--- src/rtl/vga_timing_pkg.sv ---
// vga_timing_pkg: 640x480@60 Hz timing constants and shared scan types.
// Imported by the timing generator and by every sprite/tile mapper.
package vga_timing_pkg;

    typedef logic [9:0] coord_t;

    localparam coord_t H_VISIBLE = 10'd640;
    localparam coord_t H_FP      = 10'd16;
    localparam coord_t H_SYNC    = 10'd96;
    localparam coord_t H_BP      = 10'd48;
    localparam coord_t H_TOTAL   = H_VISIBLE + H_FP + H_SYNC + H_BP;
    localparam coord_t H_LAST    = H_TOTAL - 10'd1;

    localparam coord_t V_VISIBLE = 10'd480;
    localparam coord_t V_FP      = 10'd10;
    localparam coord_t V_SYNC    = 10'd2;
    localparam coord_t V_BP      = 10'd33;
    localparam coord_t V_TOTAL   = V_VISIBLE + V_FP + V_SYNC + V_BP;
    localparam coord_t V_LAST    = V_TOTAL - 10'd1;

    localparam coord_t H_SYNC_START = H_VISIBLE + H_FP;
    localparam coord_t H_SYNC_END   = H_SYNC_START + H_SYNC - 10'd1;
    localparam coord_t V_SYNC_START = V_VISIBLE + V_FP;
    localparam coord_t V_SYNC_END   = V_SYNC_START + V_SYNC - 10'd1;

    typedef struct packed {
        logic hs;
        logic vs;
        logic blank;
    } sync_t;

    localparam sync_t SYNC_IDLE = '{hs: 1'b1, vs: 1'b1, blank: 1'b0};

    function automatic logic in_range(coord_t v, coord_t lo, coord_t hi);
        return (v >= lo) && (v <= hi);
    endfunction

endpackage

--- src/rtl/vga_timing_gen_sync_delay_line.sv ---
// sync_delay_line: fixed-depth shift register with a programmable reset fill.
// Depth 0 collapses to a plain wire.
module sync_delay_line #(
    parameter int               DEPTH   = 2,
    parameter int               WIDTH   = 3,
    parameter logic [WIDTH-1:0] RST_VAL = '0
) (
    input  logic             i_clk,
    input  logic             i_rst,
    input  logic [WIDTH-1:0] i_d,
    output logic [WIDTH-1:0] o_q
);

    generate
        if (DEPTH == 0) begin : g_bypass
            assign o_q = i_d;
        end else begin : g_pipe
            logic [WIDTH-1:0] r_pipe [DEPTH];

            always_ff @(posedge i_clk or posedge i_rst) begin
                if (i_rst) begin
                    for (int i = 0; i < DEPTH; i++) begin
                        r_pipe[i] <= RST_VAL;
                    end
                end else begin
                    r_pipe[0] <= i_d;
                    for (int i = 1; i < DEPTH; i++) begin
                        r_pipe[i] <= r_pipe[i-1];
                    end
                end
            end

            assign o_q = r_pipe[DEPTH-1];
        end
    endgenerate

endmodule

--- src/rtl/vga_timing_gen.sv ---
// vga_timing_gen: 640x480@60 scan counters, registered sync/blank,
// pipeline-matched delayed copies, and a frame strobe/counter.
module vga_timing_gen
    import vga_timing_pkg::*;
#(
    parameter int PIPE_DELAY  = 2,
    parameter int FRAME_CNT_W = 8
) (
    input  logic                   vga_clk,
    input  logic                   reset,
    output logic [9:0]             DrawX,
    output logic [9:0]             DrawY,
    output logic                   blank,
    output logic                   hs,
    output logic                   vs,
    output logic                   hs_d,
    output logic                   vs_d,
    output logic                   blank_d,
    output logic                   frame_start,
    output logic [FRAME_CNT_W-1:0] frame_count
);

    coord_t                 r_x;
    coord_t                 r_y;
    logic                   r_blank;
    logic                   r_hs;
    logic                   r_vs;
    logic                   r_fs;
    logic [FRAME_CNT_W-1:0] r_fcnt;

    coord_t w_x_nxt;
    coord_t w_y_nxt;
    logic   w_x_last;
    logic   w_frame_wrap;
    sync_t  w_sync;
    sync_t  w_sync_d;

    // ">=" rather than "==" so any out-of-range value recovers in one edge
    always_comb begin
        w_x_last     = (r_x >= H_LAST);
        w_x_nxt      = w_x_last ? '0 : r_x + 10'd1;
        w_frame_wrap = w_x_last && (r_y >= V_LAST);
        if (w_x_last) begin
            w_y_nxt = (r_y >= V_LAST) ? '0 : r_y + 10'd1;
        end else begin
            w_y_nxt = (r_y > V_LAST) ? '0 : r_y;
        end
    end

    always_ff @(posedge vga_clk or posedge reset) begin
        if (reset) begin
            r_x     <= '0;
            r_y     <= '0;
            r_blank <= 1'b1;
            r_hs    <= 1'b1;
            r_vs    <= 1'b1;
            r_fs    <= 1'b0;
            r_fcnt  <= '0;
        end else begin
            r_x     <= w_x_nxt;
            r_y     <= w_y_nxt;
            r_blank <= (w_x_nxt < H_VISIBLE) && (w_y_nxt < V_VISIBLE);
            r_hs    <= !in_range(w_x_nxt, H_SYNC_START, H_SYNC_END);
            r_vs    <= !in_range(w_y_nxt, V_SYNC_START, V_SYNC_END);
            r_fs    <= w_frame_wrap;
            r_fcnt  <= w_frame_wrap ? r_fcnt + 1'b1 : r_fcnt;
        end
    end

    assign w_sync = '{hs: r_hs, vs: r_vs, blank: r_blank};

    sync_delay_line #(
        .DEPTH   (PIPE_DELAY),
        .WIDTH   (3),
        .RST_VAL (SYNC_IDLE)
    ) u_dly (
        .i_clk (vga_clk),
        .i_rst (reset),
        .i_d   (w_sync),
        .o_q   (w_sync_d)
    );

    assign DrawX       = r_x;
    assign DrawY       = r_y;
    assign blank       = r_blank;
    assign hs          = r_hs;
    assign vs          = r_vs;
    assign hs_d        = w_sync_d.hs;
    assign vs_d        = w_sync_d.vs;
    assign blank_d     = w_sync_d.blank;
    assign frame_start = r_fs;
    assign frame_count = r_fcnt;

endmodule
--- config.mk ---
export PLATFORM = sky130hd
export DESIGN_NAME = vga_timing_gen
export DESIGN_NICKNAME = d
export VERILOG_FILES = /design/src/rtl/vga_timing_pkg.sv /design/src/rtl/vga_timing_gen_sync_delay_line.sv /design/src/rtl/vga_timing_gen.sv
export SDC_FILE = /design/constraint.sdc
export NUM_CORES = 1
export LEC_CHECK = 0
export BUFFER_PORTS_ARGS = -buffer_cell sky130_fd_sc_hd__buf_2
export CAP_MARGIN = 15
export CORE_AREA = 2 2 63 95
export DETAILED_ROUTE_END_ITERATION = 6
export DIE_AREA = 0 0 65 97
export RECOVER_POWER = 50
export SLEW_MARGIN = 25
export SYNTH_ARGS = -nofsm -noshare
export SYNTH_HDL_FRONTEND = slang
export SYNTH_SLANG_ARGS = --single-unit
--- constraint.sdc ---
create_clock -name vga_clk -period 4.79 [get_ports vga_clk]
set_input_delay 0.958 -clock vga_clk [delete_from_list [all_inputs] [get_ports vga_clk]]
set_output_delay 0.958 -clock vga_clk [all_outputs]
set_load 0.01 [all_outputs]
==> results of run 1 <==
-- layer usage --
metal | GRT usage | share of wire | vias up
li1 | - | - | 780
met1 | 0.171 | 0.40 | 779
met2 | 0.246 | 0.52 | 58
met3 | 0.0326 | 0.061 | 10
met4 | 0.0622 | 0.020 | 0
met5 | 0 | 0 | -
-- through the flow --
| step | util | std cells |
|---|---|---|
| finish | 0.415 | 304 |
| global route | 0.415 | 304 |
| CTS | 0.421 | 304 |
| detailed placement | 0.406 | 296 |
| global placement | 0.406 | 296 |
| floorplan | - | 198 |
-- logic make-up (layout without fill, tap and decap cells) --
| group | after synthesis | count (layout) | share of synthesized area |
|---|---|---|---|
| AOI/OAI and AO/OA | 46 | 46 | 0.164 |
| xor gates and xnor gates | 12 | 12 | 0.0532 |
| adders and majority gates | 4 | 4 | 0.0253 |
| buffers and inverters | 18 | 54 | 0.0462 |
| DFF | 38 | 38 | 0.486 |
| muxes | 2 | 2 | 0.0108 |
| and+or+nand+nor | 78 | 78 | 0.215 |
-- final cells by class --
cell class,instances,area share
clock inverter,2,0.00445
multi-input combinational,142,0.401
timing repair buffer,37,0.0813
clock buffer,6,0.0323
sequential,38,0.427
inverter,9,0.0150
tap,70,0.0390
-- power by group through the flow --
| stage | Clock, mW | Sequential [mW] | Combinational [mW] |
|---|---|---|---|
| floorplan | 0 | 0.327 | 0.00467 |
| global placement | 0 | 0.327 | 0.00777 |
| detailed placement | 0 | 0.327 | 0.00794 |
| CTS | 0.224 | 0.321 | 0.00789 |
| global route | 0.236 | 0.321 | 0.00825 |
| finish | 0.212 | 0.321 | 0.00665 |
-- worst paths after layout --
kind                                                  start                      to  depth (start not counted)
min reg2reg                u_dly.g_pipe.r_pipe[3]$_DFF_PP0_  u_dly.o_q[0]$_DFF_PP0_                          0
max reg2reg                              DrawX[0]$_DFF_PP0_            vs$_DFF_PP1_                          7
max in group vga_clk                     DrawX[0]$_DFF_PP0_            vs$_DFF_PP1_                          7
min                        u_dly.g_pipe.r_pipe[3]$_DFF_PP0_  u_dly.o_q[0]$_DFF_PP0_                          0
min in group asynchronous                             reset      DrawX[8]$_DFF_PP0_                          3
max                                                   reset      DrawY[6]$_DFF_PP0_                          3
-- cell usage in the layout (no fill, tap or decap), types with 2 or more instances in the layout --
cell,n
buf_2,35
dfrtp_1,31
nand2_1,20
o21ai_0,17
nor2_1,15
inv_1,9
xnor2_1,8
nand3_1,8
a21oi_1,7
nor3_1,6
clkbuf_8,5
dfstp_2,5
and2_1,4
xor2_1,4
or3_1,4
nand4_1,4
ha_1,4
o211ai_1,3
nand4b_1,3
o31ai_1,3
clkbuf_1,3
a21oi_2,2
nand2b_1,2
nor3b_1,2
a211oi_1,2
a32oi_1,2
dfstp_1,2
clkinv_2,2
-- sequential cells by signal, indices dropped and copies added (netlist names) --
register,flops
frame_start,1
u_dly.o_q,3
blank,1
DrawX,10
vs,1
DrawY,10
frame_count,8
u_dly.g_pipe.r_pipe,3
hs,1
-- critical path, stage by stage --
cell and delay (ps):
buf_2 90, inv_1 40, clkbuf_1 1440
==> impl_metrics.tcl, run 1 <==
set metrics [dict create \
    outcome "complete, but fails checks" \
    violations "capacitance limit, slew limit" \
    synthTopCellsByArea "dfrtp_1, dfstp_2, o21ai_0, nand2_1, xnor2_1" \
    power_mw 0.540 \
    p_int_mw 0.422 \
    cts-root-buf "clkbuf_8" \
    timing.fmax_ghz 0.392 \
    antenna_left 0 \
    cts_hold_buf 0 \
    r2r_slack_ps 2270 \
    start_util 0.365 \
    yosysSeqAreaShare 0.486 \
    syn2layout_area_growth_pct 13.7 \
    finalSetupTns_ps 0 \
    yosysWarnings 0 \
    firstDrtPassIters 4 \
    final_area_mm2 0.00225 \
    clock_latency_ps 290 \
    syn_area_mm2 0.00198 \
    ctsResizeCount 0 \
    postPlaceCellArea_mm2 0.00219 \
    worst_slack_ps 2240 \
    min_path_type "flip-flop to flip-flop" \
    die_h_um 97 \
    async_flop_share 1.00 \
    synth_ff_type "dfrtp_1" \
    p_leak_nw 0.961 \
    cts_tree "done" \
    dp_hpwl_um 3010 \
    clk_pin_slew_ps 80 \
    required_ps 4790 \
    viasPerCell 5.35 \
    io_pins 37 \
    p_per_area_mw_per_mm2 240 \
    syn-num-nets 204 \
    cp_max_fo 38 \
    setup_violations 0 \
    grt_max_degree 39 \
    critPathKind "input pin to asynchronous set/reset pin" \
    power_frac_comb 0.012 \
    drive_gt1_frac 0.239 \
    vias 1627 \
    slew_violations 39 \
    seqPwrFrac 0.594 \
    ys_ff_latch 38 \
    critPathCaptureType "asynchronous set/reset pin" \
    drt_wl_total_um 4250 \
    antenna-diode-count 0 \
    worst_pin_slew_ps 2020 \
    synth-edff-count 0 \
    finalWorstPathRequiredPeriod_ps 2550 \
    timing.hold.ws_ps 352 \
    p_clk_frac 0.393 \
    startpoint_type "input pin" \
    grt_antenna_before_repair 0 \
    syn_avg_cell_area_um2 9.98 \
    finClkSkew_ps 6.90 \
    clock_path_buffers 2 \
    synth.most_common_cell "dfrtp_1" \
    switching_power_mw 0.118 \
    drc 0 \
    multi_input_area_um2 901 \
    grt_pass1_vias 1465 \
    numCtsBuffers 5 \
    drt_iter0_markers 54 \
    ir_drop_mv 0.132 \
    arrival_ps 2550 \
    rsz0062_at_grt "no" \
    grtUsageTotal 0.145 \
    nFillCells 551 \
    die_area_mm2 0.00631 \
    drv_cap 1 \
    yosysTopAreaCellShare 0.393 \
    finalHoldViolCount 0 \
    num-nets-final 239 \
    netlist-cell-type-count 48 \
    fp-row-count 33 \
    relSlewSlack -0.349 \
    synth_cells 198 \
    pre_cts_slack_ps 2400 \
    die_w_um 65 \
    htree_levels 2 \
    gr-total-overflow 0 \
    cts.sinks 38 \
    regArea_um2 960 \
    finalCritPeriodShare 0.533 \
    synth_commonest_cells "dfrtp_1, nand2_1, o21ai_0" \
    cts_setup_buffers 0 \
    grt_pass1_wl_um 7160 \
    port_buffers 36 \
    core-area_mm2 0.00541 \
    gp_congestion 0.923 \
    yosys.area.top_type "dfrtp_1" \
    avgRoutedWirePerCell_um 14.0 \
    switching_share 0.218 \
]
Note: power is estimated with default switching activity, not from simulation.
==> run 2, diff against run 1 <==
==> constraint.sdc (replaced) <==
create_clock -name vga_clk -period 2.65 [get_ports vga_clk]
set_input_delay 0.53 -clock vga_clk [delete_from_list [all_inputs] [get_ports vga_clk]]
set_output_delay 0.53 -clock vga_clk [all_outputs]
set_load 0.01 [all_outputs]
==> impl_metrics.tcl, run 2 (same netlist as run 1, synthesis figures left out) <==
set metrics [dict create \
    start_util 0.365 \
    core-area_mm2 0.00541 \
    clk_pin_slew_ps 80 \
    numCtsBuffers 5 \
    finalSetupTns_ps 0 \
    die_area_mm2 0.00631 \
    layout_commonest_cell "dfrtp_1" \
    grtUsageTotal 0.152 \
    cp_max_fo 11 \
    slew_violations 39 \
    cts_tree "done" \
    num-nets-final 243 \
    gr-total-overflow 0 \
    io_pins 37 \
    antenna-diode-count 0 \
    violations "capacitance limit, slew limit" \
    required_ps 2860 \
    startpoint_type "flip-flop" \
    finClkSkew_ps 6.06 \
    htree_levels 2 \
    drt_iter0_markers 74 \
    ir_drop_mv 0.232 \
    final_area_mm2 0.00234 \
    grt_max_degree 39 \
    drv_cap 1 \
    critPathKind "flip-flop to flip-flop" \
    grt_pass1_wl_um 7380 \
    antenna_left 0 \
    clock_path_buffers 2 \
    cts_setup_buffers 0 \
    die_w_um 65 \
    worst_pin_slew_ps 1990 \
    finalCritPeriodShare 0.913 \
    die_h_um 97 \
    nFillCells 563 \
    syn2layout_area_growth_pct 18.6 \
    ctsResizeCount 0 \
    critPathCaptureType "flip-flop" \
    fp-row-count 33 \
    arrival_ps 2630 \
    outcome "complete, but fails checks" \
    drc 0 \
    firstDrtPassIters 4 \
    port_buffers 36 \
    cts-root-buf "clkbuf_8" \
    drive_gt1_frac 0.235 \
    p_leak_nw 0.974 \
    min_path_type "flip-flop to flip-flop" \
    rsz0062_at_grt "no" \
    relSlewSlack -0.326 \
    avgRoutedWirePerCell_um 14.0 \
    dp_hpwl_um 3130 \
    postPlaceCellArea_mm2 0.00222 \
    viasPerCell 5.16 \
    vias 1590 \
    cts.sinks 38 \
    clock_latency_ps 290 \
    finalWorstPathRequiredPeriod_ps 2420 \
    drt_wl_total_um 4320 \
    timing.fmax_ghz 0.413 \
    setup_violations 0 \
    cts_hold_buf 0 \
    layout_common_cells "dfrtp_1, buf_2, nand2_1" \
    power_mw 1.20 \
    grt_antenna_before_repair 0 \
    finalHoldViolCount 0 \
    grt_pass1_vias 1555 \
    gp_congestion 0.953 \
    p_per_area_mw_per_mm2 513 \
]
[run 2: critical path: stages (launching register included)]
cell	delay (ps)
dfrtp_1	410
ha_1	250
and4_4	280
o211ai_2	170
nor2_1	600
o211ai_1	210
a211oi_2	290
nand4b_1	120
[run 2: area by class of cell]
class | instances | area (um^2) | area share
clock inverters | 2 | 60.1 | 0.0256
multi-input cells | 142 | 917 | 0.392
flip-flops and latches | 38 | 960 | 0.410
inverters | 9 | 33.8 | 0.0144
clock buffers | 6 | 82.6 | 0.0353
well taps | 70 | 87.6 | 0.0374
repair buffers | 41 | 201 | 0.0860
[run 2: per-stage QoR]
stage / hold WS (ps) / setup WS (ps) / utilization / instances
after global placement: 334 / 345 / 0.411 / 300
after global routing: 360 / 54.1 / 0.433 / 308
after detailed placement: 335 / 262 / 0.411 / 300
final: 351 / 231 / 0.433 / 308
after CTS: 353 / 236 / 0.437 / 308
after floorplan: 331 / 646 / - / 198
[run 2: worst paths after layout]
| check | startpoint | endpoint | slack (ps) | cells past startpoint |
|---|---|---|---|---|
| max | DrawX[0]$_DFF_PP0_ | vs$_DFF_PP1_ | 230 | 7 |
| min | u_dly.g_pipe.r_pipe[3]$_DFF_PP0_ | u_dly.o_q[0]$_DFF_PP0_ | 350 | 0 |
| max reg2reg | DrawX[0]$_DFF_PP0_ | vs$_DFF_PP1_ | 230 | 7 |
| min reg2reg | u_dly.g_pipe.r_pipe[3]$_DFF_PP0_ | u_dly.o_q[0]$_DFF_PP0_ | 350 | 0 |
| max in group asynchronous | reset | DrawY[3]$_DFF_PP0_ | 570 | 3 |
| min in group asynchronous | reset | DrawX[5]$_DFF_PP0_ | 950 | 3 |
[run 2: where the power goes]
group          switching (mW)  total (mW)  leakage (nW)  internal [mW]
Clock                   0.209       0.611        0.0714          0.402
Sequential                  0       0.580         0.479          0.580
Combinational          0.0109      0.0118         0.423       0.000882
[run 2: per-layer routing]
metal  up-vias  track usage  wire (um)
li1        784            -          -
met1       760        0.183       1820
met2        39        0.250       2190
met3         7       0.0372        218
met4         0       0.0687         96
met5         -            0          0
